===== config.mk =====
export PLATFORM = sky130hd
export DESIGN_NAME = axi_addr_window_remap
export DESIGN_NICKNAME = d
export VERILOG_FILES = /design/src/rtl/axi_addr_window_remap.sv
export SDC_FILE = /design/constraint.sdc
export NUM_CORES = 1
export LEC_CHECK = 0
export ABC_AREA = 1
export CAP_MARGIN = 30
export CELL_PAD_IN_SITES_DETAIL_PLACEMENT = 2
export CELL_PAD_IN_SITES_GLOBAL_PLACEMENT = 2
export CORE_AREA = 4 4 239 241
export DETAILED_ROUTE_END_ITERATION = 8
export DIE_AREA = 0 0 243 245
export PLACE_DENSITY_LB_ADDON = 0.08
export SETUP_SLACK_MARGIN = 0.1
export SYNTH_ARGS = -nofsm -noshare
export SYNTH_HDL_FRONTEND = slang
export SYNTH_SLANG_ARGS = --single-unit

===== constraint.sdc =====
create_clock -name clock -period 3.5 [get_ports clock]
set_input_delay 0.525 -clock clock [delete_from_list [all_inputs] [get_ports clock]]
set_output_delay 0.525 -clock clock [all_outputs]
set_load 0.01 [all_outputs]

===== src/rtl/axi_addr_window_remap.sv =====
// AXI4 address window remapper: in-window accesses are forwarded with the window base
// swapped for a target base; out-of-window accesses are answered locally with DECERR.
module axi_addr_window_remap #(
  parameter int                    ADDR_WIDTH      = 32,
  parameter int                    DATA_WIDTH      = 64,
  parameter int                    ID_WIDTH        = 4,
  parameter int                    USER_WIDTH      = 1,
  parameter int                    WINDOW_BITS     = 28,
  parameter logic [ADDR_WIDTH-1:0] IN_BASE         = 32'h0000_0000,
  parameter logic [ADDR_WIDTH-1:0] TARGET_BASE     = 32'h1000_0000,
  parameter int                    MAX_OUTSTANDING = 8
) (
  input  logic                    clock,
  input  logic                    reset,
  // slave write address
  input  logic [ID_WIDTH-1:0]     s_axi_awid,
  input  logic [ADDR_WIDTH-1:0]   s_axi_awaddr,
  input  logic [7:0]              s_axi_awlen,
  input  logic [2:0]              s_axi_awsize,
  input  logic [1:0]              s_axi_awburst,
  input  logic                    s_axi_awlock,
  input  logic [3:0]              s_axi_awcache,
  input  logic [2:0]              s_axi_awprot,
  input  logic [3:0]              s_axi_awqos,
  input  logic [USER_WIDTH-1:0]   s_axi_awuser,
  input  logic                    s_axi_awvalid,
  output logic                    s_axi_awready,
  // slave write data / response
  input  logic [DATA_WIDTH-1:0]   s_axi_wdata,
  input  logic [DATA_WIDTH/8-1:0] s_axi_wstrb,
  input  logic                    s_axi_wlast,
  input  logic                    s_axi_wvalid,
  output logic                    s_axi_wready,
  output logic [ID_WIDTH-1:0]     s_axi_bid,
  output logic [1:0]              s_axi_bresp,
  output logic                    s_axi_bvalid,
  input  logic                    s_axi_bready,
  // slave read address / data
  input  logic [ID_WIDTH-1:0]     s_axi_arid,
  input  logic [ADDR_WIDTH-1:0]   s_axi_araddr,
  input  logic [7:0]              s_axi_arlen,
  input  logic [2:0]              s_axi_arsize,
  input  logic [1:0]              s_axi_arburst,
  input  logic                    s_axi_arlock,
  input  logic [3:0]              s_axi_arcache,
  input  logic [2:0]              s_axi_arprot,
  input  logic [3:0]              s_axi_arqos,
  input  logic [USER_WIDTH-1:0]   s_axi_aruser,
  input  logic                    s_axi_arvalid,
  output logic                    s_axi_arready,
  output logic [ID_WIDTH-1:0]     s_axi_rid,
  output logic [DATA_WIDTH-1:0]   s_axi_rdata,
  output logic [1:0]              s_axi_rresp,
  output logic                    s_axi_rlast,
  output logic                    s_axi_rvalid,
  input  logic                    s_axi_rready,
  // master write address
  output logic [ID_WIDTH-1:0]     m_axi_awid,
  output logic [ADDR_WIDTH-1:0]   m_axi_awaddr,
  output logic [7:0]              m_axi_awlen,
  output logic [2:0]              m_axi_awsize,
  output logic [1:0]              m_axi_awburst,
  output logic                    m_axi_awlock,
  output logic [3:0]              m_axi_awcache,
  output logic [2:0]              m_axi_awprot,
  output logic [3:0]              m_axi_awqos,
  output logic [USER_WIDTH-1:0]   m_axi_awuser,
  output logic                    m_axi_awvalid,
  input  logic                    m_axi_awready,
  // master write data / response
  output logic [DATA_WIDTH-1:0]   m_axi_wdata,
  output logic [DATA_WIDTH/8-1:0] m_axi_wstrb,
  output logic                    m_axi_wlast,
  output logic                    m_axi_wvalid,
  input  logic                    m_axi_wready,
  input  logic [ID_WIDTH-1:0]     m_axi_bid,
  input  logic [1:0]              m_axi_bresp,
  input  logic                    m_axi_bvalid,
  output logic                    m_axi_bready,
  // master read address / data
  output logic [ID_WIDTH-1:0]     m_axi_arid,
  output logic [ADDR_WIDTH-1:0]   m_axi_araddr,
  output logic [7:0]              m_axi_arlen,
  output logic [2:0]              m_axi_arsize,
  output logic [1:0]              m_axi_arburst,
  output logic                    m_axi_arlock,
  output logic [3:0]              m_axi_arcache,
  output logic [2:0]              m_axi_arprot,
  output logic [3:0]              m_axi_arqos,
  output logic [USER_WIDTH-1:0]   m_axi_aruser,
  output logic                    m_axi_arvalid,
  input  logic                    m_axi_arready,
  input  logic [ID_WIDTH-1:0]     m_axi_rid,
  input  logic [DATA_WIDTH-1:0]   m_axi_rdata,
  input  logic [1:0]              m_axi_rresp,
  input  logic                    m_axi_rlast,
  input  logic                    m_axi_rvalid,
  output logic                    m_axi_rready,
  // error status
  output logic [15:0]             err_count,
  output logic [ADDR_WIDTH-1:0]   err_addr,
  output logic                    err_is_write,
  // FSM state observation
  output logic [1:0]              wr_state_dbg,
  output logic                    rd_state_dbg
);

  // Handshake rule on every channel: a transfer happens on a rising clock edge where
  // valid and ready are both high; valid never waits on ready, ready may follow valid.

  typedef enum logic [1:0] {W_PASS = 2'd0, W_SINK = 2'd1, W_RESP = 2'd2} wr_state_t;
  typedef enum logic {R_PASS = 1'b0, R_ERR = 1'b1} rd_state_t;

  localparam int CW = $clog2(MAX_OUTSTANDING + 1);
  localparam logic [CW-1:0] MAX_CNT = CW'(MAX_OUTSTANDING);

  wr_state_t            wr_state;
  rd_state_t            rd_state;
  logic [CW-1:0]        wr_cnt, rd_cnt;
  logic [7:0]           rd_beat;
  logic [ID_WIDTH-1:0]  err_bid, err_rid;

  logic aw_hit, ar_hit, wr_full, rd_full;
  logic aw_miss_acc, ar_miss_acc;
  logic wr_inc, wr_dec, rd_inc, rd_dec;
  logic [16:0] err_sum;

  assign aw_hit  = s_axi_awaddr[ADDR_WIDTH-1:WINDOW_BITS] == IN_BASE[ADDR_WIDTH-1:WINDOW_BITS];
  assign ar_hit  = s_axi_araddr[ADDR_WIDTH-1:WINDOW_BITS] == IN_BASE[ADDR_WIDTH-1:WINDOW_BITS];
  assign wr_full = wr_cnt == MAX_CNT;
  assign rd_full = rd_cnt == MAX_CNT;

  assign m_axi_awid    = s_axi_awid;
  assign m_axi_awaddr  = {TARGET_BASE[ADDR_WIDTH-1:WINDOW_BITS], s_axi_awaddr[WINDOW_BITS-1:0]};
  assign m_axi_awlen   = s_axi_awlen;
  assign m_axi_awsize  = s_axi_awsize;
  assign m_axi_awburst = s_axi_awburst;
  assign m_axi_awlock  = s_axi_awlock;
  assign m_axi_awcache = s_axi_awcache;
  assign m_axi_awprot  = s_axi_awprot;
  assign m_axi_awqos   = s_axi_awqos;
  assign m_axi_awuser  = s_axi_awuser;
  assign m_axi_wdata   = s_axi_wdata;
  assign m_axi_wstrb   = s_axi_wstrb;
  assign m_axi_wlast   = s_axi_wlast;

  assign m_axi_arid    = s_axi_arid;
  assign m_axi_araddr  = {TARGET_BASE[ADDR_WIDTH-1:WINDOW_BITS], s_axi_araddr[WINDOW_BITS-1:0]};
  assign m_axi_arlen   = s_axi_arlen;
  assign m_axi_arsize  = s_axi_arsize;
  assign m_axi_arburst = s_axi_arburst;
  assign m_axi_arlock  = s_axi_arlock;
  assign m_axi_arcache = s_axi_arcache;
  assign m_axi_arprot  = s_axi_arprot;
  assign m_axi_arqos   = s_axi_arqos;
  assign m_axi_aruser  = s_axi_aruser;

  // Locally generated responses replace the master-side fields only in the error states.
  assign s_axi_bid   = (wr_state == W_RESP) ? err_bid : m_axi_bid;
  assign s_axi_bresp = (wr_state == W_RESP) ? 2'b11 : m_axi_bresp;
  assign s_axi_rid   = (rd_state == R_ERR) ? err_rid : m_axi_rid;
  assign s_axi_rdata = (rd_state == R_ERR) ? '0 : m_axi_rdata;
  assign s_axi_rresp = (rd_state == R_ERR) ? 2'b11 : m_axi_rresp;
  assign s_axi_rlast = (rd_state == R_ERR) ? (rd_beat == 8'd0) : m_axi_rlast;

  assign wr_state_dbg = wr_state;
  assign rd_state_dbg = rd_state;

  always_comb begin
    m_axi_awvalid = 1'b0;
    s_axi_awready = 1'b0;
    m_axi_wvalid  = 1'b0;
    s_axi_wready  = 1'b0;
    s_axi_bvalid  = 1'b0;
    m_axi_bready  = 1'b0;
    aw_miss_acc   = 1'b0;
    case (wr_state)
      W_PASS: begin
        if (aw_hit) begin
          m_axi_awvalid = s_axi_awvalid && !wr_full;
          s_axi_awready = m_axi_awready && !wr_full;
        end else begin
          // A miss waits for all forwarded writes to drain so its DECERR stays in order.
          s_axi_awready = wr_cnt == '0;
          aw_miss_acc   = s_axi_awvalid && (wr_cnt == '0);
        end
        m_axi_wvalid = s_axi_wvalid;
        s_axi_wready = m_axi_wready;
        s_axi_bvalid = m_axi_bvalid;
        m_axi_bready = s_axi_bready;
      end
      W_SINK:  s_axi_wready = 1'b1;
      W_RESP:  s_axi_bvalid = 1'b1;
      default: ;
    endcase
  end

  always_comb begin
    m_axi_arvalid = 1'b0;
    s_axi_arready = 1'b0;
    s_axi_rvalid  = 1'b0;
    m_axi_rready  = 1'b0;
    ar_miss_acc   = 1'b0;
    case (rd_state)
      R_PASS: begin
        if (ar_hit) begin
          m_axi_arvalid = s_axi_arvalid && !rd_full;
          s_axi_arready = m_axi_arready && !rd_full;
        end else begin
          s_axi_arready = rd_cnt == '0;
          ar_miss_acc   = s_axi_arvalid && (rd_cnt == '0);
        end
        s_axi_rvalid = m_axi_rvalid;
        m_axi_rready = s_axi_rready;
      end
      R_ERR:   s_axi_rvalid = 1'b1;
      default: ;
    endcase
  end

  assign wr_inc  = m_axi_awvalid && m_axi_awready;
  assign wr_dec  = m_axi_bvalid && m_axi_bready;
  assign rd_inc  = m_axi_arvalid && m_axi_arready;
  assign rd_dec  = m_axi_rvalid && m_axi_rready && m_axi_rlast;
  assign err_sum = {1'b0, err_count} + {16'd0, aw_miss_acc} + {16'd0, ar_miss_acc};

  always_ff @(posedge clock) begin
    if (reset) begin
      wr_state     <= W_PASS;
      rd_state     <= R_PASS;
      wr_cnt       <= '0;
      rd_cnt       <= '0;
      rd_beat      <= '0;
      err_bid      <= '0;
      err_rid      <= '0;
      err_count    <= '0;
      err_addr     <= '0;
      err_is_write <= 1'b0;
    end else begin
      case (wr_state)
        W_PASS: if (aw_miss_acc) begin
          err_bid  <= s_axi_awid;
          wr_state <= W_SINK;
        end
        W_SINK: if (s_axi_wvalid && s_axi_wlast) wr_state <= W_RESP;
        W_RESP: if (s_axi_bready) wr_state <= W_PASS;
        default: wr_state <= W_PASS;
      endcase

      case (rd_state)
        R_PASS: if (ar_miss_acc) begin
          err_rid  <= s_axi_arid;
          rd_beat  <= s_axi_arlen;
          rd_state <= R_ERR;
        end
        R_ERR: if (s_axi_rready) begin
          if (rd_beat == 8'd0) rd_state <= R_PASS;
          else                 rd_beat  <= rd_beat - 8'd1;
        end
        default: rd_state <= R_PASS;
      endcase

      case ({wr_inc, wr_dec})
        2'b10:   wr_cnt <= wr_cnt + 1'b1;
        2'b01:   wr_cnt <= wr_cnt - 1'b1;
        default: ;
      endcase
      case ({rd_inc, rd_dec})
        2'b10:   rd_cnt <= rd_cnt + 1'b1;
        2'b01:   rd_cnt <= rd_cnt - 1'b1;
        default: ;
      endcase

      // The write address wins the snapshot when both channels miss together.
      if (aw_miss_acc || ar_miss_acc) begin
        err_count    <= err_sum[16] ? 16'hFFFF : err_sum[15:0];
        err_addr     <= aw_miss_acc ? s_axi_awaddr : s_axi_araddr;
        err_is_write <= aw_miss_acc;
      end
    end
  end

endmodule


Yosys cells after proc, flatten, opt, wreduce, memory -nomap -nowiden. Index checks and enable logic that the tools add are counted.

Bits in registers: 76. Latch bits: 0. Bits in writable memories: 0. ROM bits: 0. Bits of input ports: 286. Output and inout port bits: 336. Logic and storage cells: 99. Memories kept: 0.

$add $sub $neg: 7. $mul: 0. Div/mod/pow operators: 0. Magnitude comparators: 0. Equal/unequal tests: 14. Shift operators: 0. Muxes and demuxes: 40. Bitwise gates (word level): 1. Reduce and logical (&&, ||, !) cells: 27.

Operators with widths (count): $mux 64 (1); $mux 32 (1); $mux 8 (3); $mux 1 (19); $add 16x1->17 (1); $add 17x1->17 (1); $logic_not 4->1 (4); $mux 16 (1); $pmux 4 s2 (2); $pmux 8 s2 (1); $logic_and 1x1->1 (12); $ne 2x2->1 const B (6); $mux 2 (5); $add 4x1->4 const B (2); $eq 4x4->1 const B (2); $logic_not 8->1 (1); $mux 4 (2); $pmux 1 s2 (4); $sub 4x1->4 const B (2); $sub 8x1->8 const B (1); $eq 2x1->1 const B (3); $eq 2x2->1 const B (3); $pmux 2 s3 (1); $reduce_and 3->1 (2); other kinds (6) (9).

Logic depth before layout (Yosys ltp). Gate-level depths: netlist (run 1).

Depth in word-level cells: 8. Mapped depth: 19.

Worst setup path after synthesis (run 1). No wires, ideal clock.

Kind: in2reg. Start point: input s_axi_awaddr[28]. End point: register wr_cnt[3]. Data arrival time: 2.523 ns. Data required time: 3.378 ns. Slack: 0.855 ns. Stages: 12. Path buffers: 0. Path through: nor2_1 nand3_1 nor4_1 nand2_1 ha_1 ha_1 a21oi_1 nand2_1 a21oi_1 o21ai_0 o21ai_0 a21oi_1.

Cells in the longest elaborated chain, start to end: 6.

RTL lines: start, declared (RTL line 17) `input logic [ADDR_WIDTH-1:0] s_axi_awaddr,`; $logic_not 4->1 * (RTL line 128) `assign aw_hit = s_axi_awaddr[ADDR_WIDTH-1:WINDOW_BITS] == IN_BASE[ADDR_WIDTH-1:WINDOW_BITS];`; $mux 1 * (RTL line 179) `if (aw_hit) begin`; $mux 1 * (RTL line 177) `case (wr_state)`; via m_axi_awvalid (RTL line 68) `output logic m_axi_awvalid,`; $logic_and 1x1->1 * (RTL line 221) `assign wr_inc = m_axi_awvalid && m_axi_awready;`; $eq 2x1->1 / $eq 2x2->1 (equally long branches) (RTL line 263) `case ({wr_inc, wr_dec})`; $pmux 4 s2 / $reduce_bool 2->1 (equally long branches); end signal, assigned (RTL line 264) `2'b10: wr_cnt <= wr_cnt + 1'b1;`; end signal, assigned (RTL line 265) `2'b01: wr_cnt <= wr_cnt - 1'b1;`; end, declared (RTL line 119) `logic [CW-1:0] wr_cnt, rd_cnt;`.

The timed path passes the listed nets; every way through them passes the cells marked *. A chain may end at the register's enable or synchronous reset.

Final worst setup path (run 1).
Start point: input s_axi_awaddr[28]. End point: output m_axi_awvalid.

Cells in the longest elaborated chain, start to end: 3.

RTL lines (RTL line): $logic_not 4->1 (128); $mux 1 (179); $mux 1 (177); end, declared (68).

Every way passes these cells.

==> results.toml, run 1 <==
[clock_network]
cts.sinks = 76
cts_buffers = 9
hold_buffers = 0
clk_pin_slew_ns = 0.06
clk_path_buf_depth = 2
cts_tree = "built"
cts_resized = 0
cts_max_level = 3
post_cts_buffers = 0
clk_latency_ns = 0.38
ctsRootBufferMaster = "clkbuf_16"

[sta]
relSlewSlack = 0.4650
whs_ns = 0.4484
final.setup.tns_ns = 0
setup_violations = 0
setup_slack_ns = 0.4731
fin_crit_sh = 0.8648
rsz0062_at_grt = "no"
max_freq_mhz = 330.4
tightest_slew_ns = 0.8025
finalHoldViolCount = 0
fin_worst_skew_ns = 0.01243
final.min_clock_period_ns = 3.027
final_max_slew_viol_count = 0

[yosys]
synth-main-ff-cell = "dfxtp_1"
seq_area_frac_synth = 0.2417
yosys.area.top_type = "dfxtp_1"
netlist_area_mm2 = 0.006296
yosysUniqueCellTypes = 42
async_reset_ff_frac = 0
synthTopCellsByArea = "dfxtp_1, buf_4, nand2_1, inv_1, nand3_1"
yosys_warnings = 0
ys_seq_elements = 76
synth_edf_count = 0
synthCells = 980
synth_top_cell_area_share = 0.2417
synth.avg_cell_area_um2 = 6.425

[cells_and_area]
drive_above_1_share = 0.04631
utilization = 0.1799
mostFrequentLayoutCells = "clkdlybuf4s50_1, nand2_1, inv_1"
antennaDiodeCount = 0
fillCellCount = 6479
fin_area_mm2 = 0.009871
finish.net_count = 1459
areaGrowthSynthToFinish_pct = 56.78
mostFrequentLayoutCell = "clkdlybuf4s50_1"
final_cells = 1870

[grt]
grt_use_total = 0.1039
grt_max_degree = 74
grt.overflow.total = 0
grt_pass1_wl_mm = 46.69
grt_pass1_vias = 7234
antenna_found_initial = 1

[placed_design]
dpl.cell_count = 1854
io_buffers = 381
gp_congestion = 0.6684
place_area_mm2 = 0.009519
hpwl_mm = 25.82
pre_cts_slack_ns = 0.1712

[setup_path]
worstSetupPathType = "input port to output port"
arrival_ns = 2.50
end_kind = "output port"
start_kind = "input port"
cp_data_required_time_ns = 2.97
path_max_fanout = 4

[route]
drt_wl_total_mm = 32.15
route.detailed.drc = 0
dr.pass1.iters = 4
viasPerCell = 3.498
antenna_left = 0
drt_iter0_drc = 95
wire_per_inst_um = 17.19
vias = 6541

[floorplan]
core-area_mm2 = 0.05488
num_rows = 86
io_pins = 622
die_y_um = 245
die_area_mm2 = 0.05954
fp.dieW_um = 243
start_util = 0.1147

[min_path]
hold_path_class = "flip-flop to flip-flop"

[power]
leakage_nw = 4.410
powerDensity_mw_per_mm2 = 374.9
ir_worst_vdd_mv = 0.2205
power_mw = 3.700

[run_status]
status = "complete, no violations"

[job]
max-cap-violations = 0
## Yosys cell counts (all sizes together), types with 7 or more instances
master	n
o21ai	39
xnor2	7
ha	10
clkbuf	16
nand2	171
nor2	100
a21oi	45
dfxtp	76
nand4	8
buf	214
nand3	92
inv	167
## path summary, 6_finish.rpt
path                                to               startpoint  depth (start not counted)  slack, ns
max                      m_axi_awvalid         s_axi_awaddr[28]                          6       0.47
min            err_bid[3]$_SDFFE_PP0P_  err_bid[3]$_SDFFE_PP0P_                          2       0.45
max reg2reg  err_count[7]$_SDFFE_PP0P_   rd_cnt[1]$_SDFFE_PP0P_                         18       0.95
min reg2reg    err_bid[3]$_SDFFE_PP0P_  err_bid[3]$_SDFFE_PP0P_                          2       0.45
## worst max-delay path, stage by stage
cell and delay [ns]:
clkdlybuf4s50_1 0.42, nor2_1 0.12, nand3_1 0.25, nor4_1 0.41, buf_4 0.17, clkdlybuf4s50_1 0.59
## cell type report
class                           count  area (um^2)  area share
Timing Repair Buffer              394         3949      0.4001
Inverter                          167        626.9     0.06351
Multi-Input combinational cell    513         2540      0.2573
Sequential cell                    76         1523      0.1543
Tap cell                          704        880.8     0.08924
Clock inverter                      4        95.09    0.009634
Clock buffer                       12        256.5     0.02599
## sequential cells by signal, summed over array words and instances (netlist names)
register,count
err_addr,32
err_count,16
rd_beat,8
err_bid,4
err_rid,4
rd_cnt,4
wr_cnt,4
wr_state_dbg,2
err_is_write,1
rd_state_dbg,1
## power by group
part | internal (mW) | leakage, nW | total, mW | switching [mW]
Combinational | 0.741 | 3.61 | 1.50 | 0.759
Clock | 0.736 | 0.173 | 1.18 | 0.446
Sequential | 0.958 | 0.623 | 1.02 | 0.0602
Total | 2.43 | 4.41 | 3.70 | 1.27
## cell families after synthesis
logic type,Yosys count,synth area share
AOI/OAI and AO/OA,94,0.08049
xor gates and xnor gates,12,0.01669
adders and majority gates,12,0.02623
buffers and inverters,397,0.3585
DFF,76,0.2417
muxes,2,0.003180
other,2,0.001193
and+or+nand+nor,385,0.2721
## routing by layer
layer | part of all wire | global-route usage
met1 | 0.38 | 0.1085
met2 | 0.50 | 0.1846
met3 | 0.11 | 0.05790
met4 | 0.0089 | 0.01986
met5 | 0.00028 | 0.003268
Power figures use the tool's default switching activity.
==> run 2: changes to the inputs <==
Settings changed: REMOVE_ABC_BUFFERS set to 1.
==> results.toml, run 2 (synthesis gave the netlist of run 1 again) <==
[clock_network]
cts.sinks = 76
ctsRootBufferMaster = "clkbuf_16"
cts_resized = 0
cts_tree = "built"
clk_latency_ns = 0.38
cts_max_level = 3
post_cts_buffers = 0
cts_buffers = 9
clk_pin_slew_ns = 0.06
clk_path_buf_depth = 2
hold_buffers = 0

[setup_path]
path_delay_family = "buffers and inverters"
r2r-start = "rd_cnt[1]$_SDFFE_PP0P_"
cpPeakStageDelay_ns = 0.71
crit_slowest_cell = "clkdlybuf4s50_1"
timing.rr.end = "err_count[7]$_SDFFE_PP0P_"
start_kind = "input port"
path_cells = "clkdlybuf4s50_1 -> nor2_1 -> nand3_1 -> nor4_1 -> clkdlybuf4s50_1"
reg2reg_depth = 18
worstSetupPathType = "input port to output port"
arrival_ns = 2.49
end_kind = "output port"
cp_data_required_time_ns = 2.97
r2r_slack_ns = 0.87
crit_top_cell = "clkdlybuf4s50_1"
critPathBufInv = 2
path_max_fanout = 4

[placed_design]
pre_cts_slack_ns = 0.2046
io_buffers = 381
hpwl_mm = 52.62
gp_congestion = 0.9041
dpl.cell_count = 1853

[floorplan]
start_util = 0.1147
num_rows = 86
fp.dieW_um = 243
die_y_um = 245
die_area_mm2 = 0.05954
core-area_mm2 = 0.05488
io_pins = 622

[power]
p_clk_frac = 0.267
ir_worst_vdd_mv = 0.2340
switching_power_mw = 1.323
leakage_nw = 4.359
power.internal_mw = 2.196
powerDensity_mw_per_mm2 = 360.4
power_mw = 3.519
combPwrFrac = 0.443
p_sw_frac = 0.3760
p_seq_frac = 0.290

[grt]
grt_pass1_wl_mm = 75.47
antenna_found_initial = 1
grt_pass1_vias = 7156
grt_max_degree = 57
grt_use_total = 0.1925
grt.overflow.total = 0

[route]
antenna_left = 0
route.detailed.drc = 0
drt_wl_total_mm = 59.29
dr.pass1.iters = 4
drt_iter0_drc = 190
wire_per_inst_um = 31.71
viasPerCell = 3.588
vias = 6710

[min_path]
hp-start = "err_rid[0]$_SDFFE_PP0P_"
hold_path_class = "flip-flop to flip-flop"
min_path_cells = 2
min_to = "err_rid[0]$_SDFFE_PP0P_"

[sta]
final.min_clock_period_ns = 3.019
finalHoldViolCount = 0
max_freq_mhz = 331.2
rsz0062_at_grt = "no"
setup_violations = 0
tightest_slew_ns = 0.6972
relSlewSlack = 0.5347
setup_slack_ns = 0.4806
final_max_slew_viol_count = 0
fin_worst_skew_ns = 0.006704
fin_crit_sh = 0.8627

[cells_and_area]
largest_reg_flops = 32
areaGrowthSynthToFinish_pct = 55.11
finish.net_count = 1458
regMostFlops = "err_addr"
mostFrequentLayoutCells = "clkdlybuf4s50_1, nand2_1, inv_1"
final_cells = 1870
utilization = 0.1780
drive_above_1_share = 0.04292
mostFrequentLayoutCell = "clkdlybuf4s50_1"
top_regs = "err_addr: 32 flops, err_count: 16 flops, rd_beat: 8 flops"

[run_status]
status = "complete, no violations"

[job]
max-cap-violations = 0
-- run 2: cell types whose count changed in the layout (fill, tap and decap cells not counted), sizes merged --
cell,delta
bufinv,-3
clkbuf,+2
buf,-1
clkinv,+1
diode,+1
-- run 2: stage by stage --
step                      hold WS, ns  TNS, ns  instance area (um^2)
final                          0.4539        0                  9766
after global routing           0.4865        0                  9763
after CTS                      0.4609        0                  9763
after detailed placement       0.4506        0                  9499
after global placement         0.4465        0                  9499
after floorplan                0.4266  -0.1874                  4688
-- run 2: worst max path at each step --
| stage | end | start | cells past startpoint |
|---|---|---|---|
| detailed placement | wr_cnt[3]$_SDFFE_PP0P_ | s_axi_awaddr[28] | 13 |
| CTS | m_axi_awvalid | s_axi_awaddr[28] | 5 |
| finish | m_axi_awvalid | s_axi_awaddr[28] | 5 |
| global route | wr_cnt[3]$_SDFFE_PP0P_ | s_axi_awaddr[28] | 13 |
| floorplan | err_count[15]$_SDFFE_PP0P_ | rd_state_dbg$_SDFF_PP0_ | 16 |
| global placement | wr_cnt[3]$_SDFFE_PP0P_ | s_axi_awaddr[31] | 13 |
-- run 2: power groups by stage --
stage | Sequential [mW] | Combinational [mW] | Clock, mW
floorplan | 1.07 | 0.531 | 0
global placement | 1.04 | 1.61 | 0
detailed placement | 1.04 | 1.60 | 0
CTS | 1.02 | 1.61 | 1.01
global route | 1.04 | 1.72 | 1.03
finish | 1.02 | 1.56 | 0.941
-- run 2: cell type report --
| type | count | area, um^2 |
|---|---|---|
| inverters | 167 | 626.9 |
| clock buffers | 14 | 254.0 |
| flip-flops and latches | 76 | 1523 |
| diodes | 1 | 2.502 |
| clock inverters | 2 | 10.01 |
| repair buffers | 393 | 3929 |
| multi-input cells | 513 | 2540 |
| fillers | 6477 | 45110 |
| well taps | 704 | 880.8 |
-- run 2: worst min-delay path: stages (launching register included) --
cell	delay, ns
dfxtp_1	0.30
inv_1	0.06
a21oi_1	0.05
-- run 2: routing by layer --
metal	share of wire	global-route usage	vias up
met1	0.31	0.1629	3042
met4	0.0077	0.02360	6
met2	0.43	0.2965	488
met3	0.24	0.2344	24
met5	0.0046	0.03268	-
li1	-	-	3150
